===== config.mk =====
export PLATFORM = sky130hd
export DESIGN_NAME = fir_decimator_fifo
export DESIGN_NICKNAME = d
export VERILOG_FILES = /design/src/rtl/fir_pkg.sv /design/src/rtl/sync_fifo.sv /design/src/rtl/fir_decimator_fifo.sv
export SDC_FILE = /design/constraint.sdc
export NUM_CORES = 1
export LEC_CHECK = 0
export BUFFER_PORTS_ARGS = -buffer_cell sky130_fd_sc_hd__buf_2
export CORE_UTILIZATION = 45
export CTS_CLUSTER_DIAMETER = 100
export DETAILED_ROUTE_END_ITERATION = 7
export GPL_TIMING_DRIVEN = 0
export SETUP_SLACK_MARGIN = 0.2
export SYNTH_ARGS = -nofsm -noshare
export SYNTH_HDL_FRONTEND = slang
export SYNTH_HIERARCHICAL = 1
export SYNTH_SLANG_ARGS = --single-unit

===== constraint.sdc =====
create_clock -name clk -period 3.6 [get_ports clk]
set_input_delay 0.72 -clock clk [delete_from_list [all_inputs] [get_ports clk]]
set_output_delay 0.72 -clock clk [all_outputs]
set_load 0.02 [all_outputs]

===== src/rtl/fir_pkg.sv =====
// fir_pkg: definitions shared by the folded symmetric FIR and its downstream
// decimator/FIFO stage.
//   FRAC_BITS            fractional bits of the Q8.8 sample format
//   DEFAULT_DATA_WIDTH   sample width used by the FIR data_out
//   DEFAULT_DECIM        default decimation ratio
//   fir_sample_t         signed Q8.8 sample type
package fir_pkg;

  localparam int FRAC_BITS          = 8;
  localparam int DEFAULT_DATA_WIDTH = 16;
  localparam int DEFAULT_DECIM      = 4;

  typedef logic signed [DEFAULT_DATA_WIDTH-1:0] fir_sample_t;

endpackage


===== src/rtl/sync_fifo.sv =====
// sync_fifo: synchronous FIFO with a registered show-ahead head.
//   clk, reset   clock, synchronous active-high reset
//   wr_data      signed sample written when push=1
//   push         write request (already qualified by the caller)
//   pop          read request (caller guarantees out_valid=1)
//   out_data     registered head entry; holds its last value while out_valid=0
//   out_valid    registered "head is valid"
//   level        occupancy, 0..FIFO_DEPTH
//   full, empty  level == FIFO_DEPTH / level == 0
module sync_fifo
  import fir_pkg::*;
#(
  parameter int DATA_WIDTH = DEFAULT_DATA_WIDTH,
  parameter int FIFO_DEPTH = 8
) (
  input  logic                          clk,
  input  logic                          reset,
  input  logic signed [DATA_WIDTH-1:0]  wr_data,
  input  logic                          push,
  input  logic                          pop,
  output logic signed [DATA_WIDTH-1:0]  out_data,
  output logic                          out_valid,
  output logic [$clog2(FIFO_DEPTH):0]   level,
  output logic                          full,
  output logic                          empty
);

  localparam int AW = $clog2(FIFO_DEPTH);
  localparam int LW = AW + 1;

  logic signed [DATA_WIDTH-1:0] mem [FIFO_DEPTH];
  logic [AW-1:0]                wr_ptr;
  logic [AW-1:0]                rd_ptr;
  logic [AW-1:0]                rd_ptr_nxt;
  logic [LW-1:0]                level_after_pop;

  assign full  = (level == LW'(FIFO_DEPTH));
  assign empty = (level == '0);

  // The head register is refreshed from the state left by the previous edge
  // minus this edge's pop; an entry written on this same edge is not visible
  // yet, so a sample always reaches out_data one cycle after it is pushed.
  assign rd_ptr_nxt      = rd_ptr + AW'(pop);
  assign level_after_pop = level - LW'(pop);

  // Storage is data only and needs no reset. When full with a simultaneous
  // pop, wr_ptr equals rd_ptr: the slot being overwritten is the one leaving.
  always_ff @(posedge clk) begin
    if (push) mem[wr_ptr] <= wr_data;
  end

  always_ff @(posedge clk) begin
    if (reset) begin
      wr_ptr    <= '0;
      rd_ptr    <= '0;
      level     <= '0;
      out_valid <= 1'b0;
      out_data  <= '0;
    end else begin
      wr_ptr    <= wr_ptr + AW'(push);
      rd_ptr    <= rd_ptr_nxt;
      level     <= level + LW'(push) - LW'(pop);
      out_valid <= (level_after_pop != '0);
      if (level_after_pop != '0) out_data <= mem[rd_ptr_nxt];
    end
  end

endmodule


===== src/rtl/fir_decimator_fifo.sv =====
// fir_decimator_fifo: drops the FIR warm-up samples, keeps 1 of every DECIM
// strobed samples, buffers them in sync_fifo and hands them out over
// valid/ready. Kept samples arriving while the FIFO is full are dropped and
// raise a sticky overflow flag.
//   clk, reset       clock, synchronous active-high reset
//   in_sample        signed Q8.8 FIR output sample
//   in_strobe        in_sample is new this cycle
//   out_data         signed sample at the FIFO head (registered)
//   out_valid        out_data valid (registered)
//   out_ready        consumer accepts out_data this cycle
//   fifo_level       FIFO occupancy 0..FIFO_DEPTH
//   overflow         sticky drop flag
//   clear_overflow   clears overflow (a drop in the same cycle wins)
module fir_decimator_fifo
  import fir_pkg::*;
#(
  parameter int DATA_WIDTH = DEFAULT_DATA_WIDTH,
  parameter int DECIM      = DEFAULT_DECIM,
  parameter int FIFO_DEPTH = 8,
  parameter int WARMUP     = 8
) (
  input  logic                          clk,
  input  logic                          reset,
  input  logic signed [DATA_WIDTH-1:0]  in_sample,
  input  logic                          in_strobe,
  output logic signed [DATA_WIDTH-1:0]  out_data,
  output logic                          out_valid,
  input  logic                          out_ready,
  output logic [$clog2(FIFO_DEPTH):0]   fifo_level,
  output logic                          overflow,
  input  logic                          clear_overflow
);

  // Widths are kept at least 1 bit so WARMUP=0 and DECIM=1 stay legal.
  localparam int WW = (WARMUP > 0) ? $clog2(WARMUP + 1) : 1;
  localparam int PW = (DECIM > 1)  ? $clog2(DECIM)      : 1;

  logic [WW-1:0] warm_cnt;
  logic [PW-1:0] phase;
  logic          warm_done;
  logic          live;
  logic          keep;
  logic          pop;
  logic          push;
  logic          drop;
  logic          full;
  logic          empty;

  assign warm_done = (warm_cnt == WW'(WARMUP));
  assign live      = in_strobe && warm_done;
  assign keep      = live && (phase == '0);
  // out_valid already implies a non-empty FIFO; the empty guard makes it
  // impossible for the level to wrap below zero.
  assign pop       = out_valid && out_ready && !empty;
  assign push      = keep && (!full || pop);
  assign drop      = keep && full && !pop;

  always_ff @(posedge clk) begin
    if (reset) begin
      warm_cnt <= '0;
      phase    <= '0;
      overflow <= 1'b0;
    end else begin
      if (in_strobe && !warm_done) warm_cnt <= warm_cnt + 1'b1;
      // Phase advances on every post-warm-up strobe, including dropped ones.
      if (live) phase <= (phase == PW'(DECIM - 1)) ? '0 : phase + 1'b1;
      if (drop)                overflow <= 1'b1;
      else if (clear_overflow) overflow <= 1'b0;
    end
  end

  sync_fifo #(
    .DATA_WIDTH (DATA_WIDTH),
    .FIFO_DEPTH (FIFO_DEPTH)
  ) u_fifo (
    .clk       (clk),
    .reset     (reset),
    .wr_data   (in_sample),
    .push      (push),
    .pop       (pop),
    .out_data  (out_data),
    .out_valid (out_valid),
    .level     (fifo_level),
    .full      (full),
    .empty     (empty)
  );

endmodule


==> metrics <==
Worst Setup Slack, final=575.1 ps; HPWL after DPL=8629 um; Synth cell types=42; Setup crit start=u_fifo/level[2]; Buf/Inv on CP=3; core area=13,930 um^2; synthesized cell area=6471 um^2; WP data required=3960 ps; via count=3,495; H-tree levels=4; cts bufs inserted=17; cells along the critical path=inv_1, ha_1, and3_1, nand3b_1, inv_1, ha_1, ha_1, xor2_1, nor3_2, a21oi_2, buf_2, a32o_2; Worst Path Max Fanout=10; Rel. slew slack=0.5234; share of cells above drive strength 1=0.2785; Setup Slack @ Placement=585.2 ps; Core Rows=43; actual slew at the worst max-slew pin=711.1 ps; post-CTS sizing=0; Mapped Avg Cell Area=16.55 um^2; Avg WL per Cell=20.13 um; synth top area cells=edfxtp_1 (59%), dfxtp_1 (11%), mux2i_1 (9.9%), ha_1 (3.1%), a22oi_1 (2.6%); Setup TNS=0 ps; DR DRC count=0; Hold Path Origin=u_fifo/out_data[8]; kind of end point of the critical path=flop; Total GRT Usage=0.1941; area delta synth->final=17.71%; number of synthesized flops with an enable pin=128; hold violation count in the final report=0; CP dominant cell by count=ha_1; Initial Util=0.4644; Die Y=121.9 um; largest net degree at the start of global routing=17; min Tclk post-route=3025 ps; Setup crit start kind=flop; Final ANT Viol Nets=0; syn_nets=429; Slowest-stage cell, CP=a21oi_2; Crit path max-delay family=compound AO/OA/AOI/OAI gates; non-filler cells, final=654; die area=14,860 um^2; CTS Sinks=162; die width=121.9 um; post-synth top area cell=edfxtp_1; First DRT Iteration DRCs=223; Post-synth ARST share=0; final core utilization=0.5466; Nets=499; Cells after Synth=391; initial antenna violation count=1; top-area cell type share of the netlist area=0.5940; clk_lat worst skew=420 ps; Post-CTS Setup Repair Bufs=0; Data arrival, critical path=3390 ps; # IOs=43; vias per cell=5.344; WL final=13,170 um; final cycle utilization of the critical path=0.8402; Clock Tree Buf Depth=2; worst reg2reg startpoint=u_fifo/level[2]; Seq/Total Area, Yosys=0.6991; clk_skew=6.205 ps; Crit Path Class=reg -> reg; first-pass GRT wire length=20,340 um; Reg clk slew, reported paths=60 ps; Synth Register Bits=162; # port buffers=42; overflow left after global routing=0; DR pass1 iterations=4; cts hold-fix bufs=0; P per Cell Area=493.9 nW/um^2; crit-path max cell delay=440 ps; Root Buffer=clkbuf_16; FILL cells=1,112; outcome=complete, no violations; setup violators final=0; RD Place Congestion=0.7144; P_leak=2.619 nW; MaxCap Viol Count=0; Final Max Slew Viols=0; number of global-route vias before repair=3,629; Ys Warns=6; TritonCTS clock tree=yes; Antenna diodes=0; peak supply drop=316.6 uV; top_reg_cell synth=edfxtp_1; RSZ-0062 raised after global routing=false; R2R setup slack=580 ps; Placed Cells=622; Max Fclk=330.6 MHz; Worst Hold Class=reg -> reg
[power breakdown]
| group | switching [mW] | leakage [nW] | total [mW] | internal (mW) |
|---|---|---|---|---|
| combinational | 0.0330 | 0.917 | 0.0471 | 0.0140 |
| sequential | 0.00208 | 1.42 | 2.02 | 2.02 |
| clock | 0.708 | 0.278 | 1.70 | 0.989 |
[cell families after synthesis]
group | synth area share
buffers and inverters | 0.03094
adders and majority gates | 0.03403
muxes | 0.09899
and+or+nand+nor | 0.04447
DFF | 0.6991
xor gates and xnor gates | 0.01199
AOI/OAI and AO/OA | 0.08043
[synthesized netlist by cell type, types with 2 or more instances]
cell,count
a21oi_1,4
a21oi_2,2
a22oi_1,22
a22oi_2,10
a32o_1,6
a32o_2,10
and3_1,2
buf_12,2
buf_2,4
buf_4,8
buf_6,2
clkbuf_1,2
dfxtp_1,34
edfxtp_1,128
ha_1,16
inv_1,12
mux2i_1,64
nand2_1,8
nand2b_1,5
nand3b_1,2
nand4_1,2
nand4b_1,2
nor2_1,13
nor2b_1,6
nor3_1,3
xnor2_1,3
xor2_1,4
[layout make-up]
class	instances	area, um^2	area share
Tap cell	180	225.2	0.02957
Buffer	19	155.1	0.02037
Inverter	12	45.04	0.005913
Timing Repair Buffer	51	334.1	0.04386
Sequential cell	162	4524	0.5940
Clock inverter	12	105.1	0.01380
Clock buffer	20	456.7	0.05995
Multi-Input combinational cell	198	1772	0.2326
[worst paths after layout]
check	endpoint	depth (start not counted)
setup / recovery	u_fifo/out_data[12]	12
hold / removal	u_fifo/out_data[8]	1
setup reg to reg	u_fifo/out_data[12]	12
hold reg to reg	u_fifo/out_data[8]	1
[flip-flops by register name, indices dropped and copies added (netlist names)]
| name | cells |
|---|---|
| phase | 2 |
| warm_cnt | 4 |
| u_fifo/out_valid | 1 |
| u_fifo/wr_ptr | 3 |
| u_fifo/mem | 128 |
| u_fifo/out_data | 16 |
| u_fifo/rd_ptr | 3 |
| overflow | 1 |
| u_fifo/level | 4 |
[placed cells by master (no fill, tap or decap), types with 2 or more instances in the layout]
master,n
edfxtp_1,128
mux2i_1,64
buf_2,46
dfxtp_1,34
a22oi_1,22
clkbuf_16,17
ha_1,16
inv_1,12
a22oi_2,10
a32o_2,10
nand2_1,8
buf_4,8
nor2_1,7
nor2_2,7
nor2b_1,6
a32o_1,6
buf_8,6
nand2b_1,5
buf_6,5
a21oi_1,4
xor2_1,4
clkinv_2,4
clkbuf_1,3
inv_6,3
nor3_2,3
xnor2_1,3
nand3b_1,2
nand4_1,2
nand4b_1,2
a21oi_2,2
clkbuf_8,2
clkinv_4,2
and3_1,2
buf_12,2
[metal layers]
metal	GRT usage	part of all wire
met1	0.2505	0.45
met2	0.3174	0.50
met3	0.04635	0.044
met4	0.07176	0.013
met5	0	0.00076
[per-stage QoR]
step	instance area, um^2	hold slack [ps]	power [mW]
floorplan	6471	453.0	2.072
global placement	6907	446.2	2.102
detailed placement	7056	450.4	2.107
CTS	7617	465.2	3.802
global route	7617	477.1	3.879
finish	7617	461.7	3.762
Power figures use the tool's default switching activity.
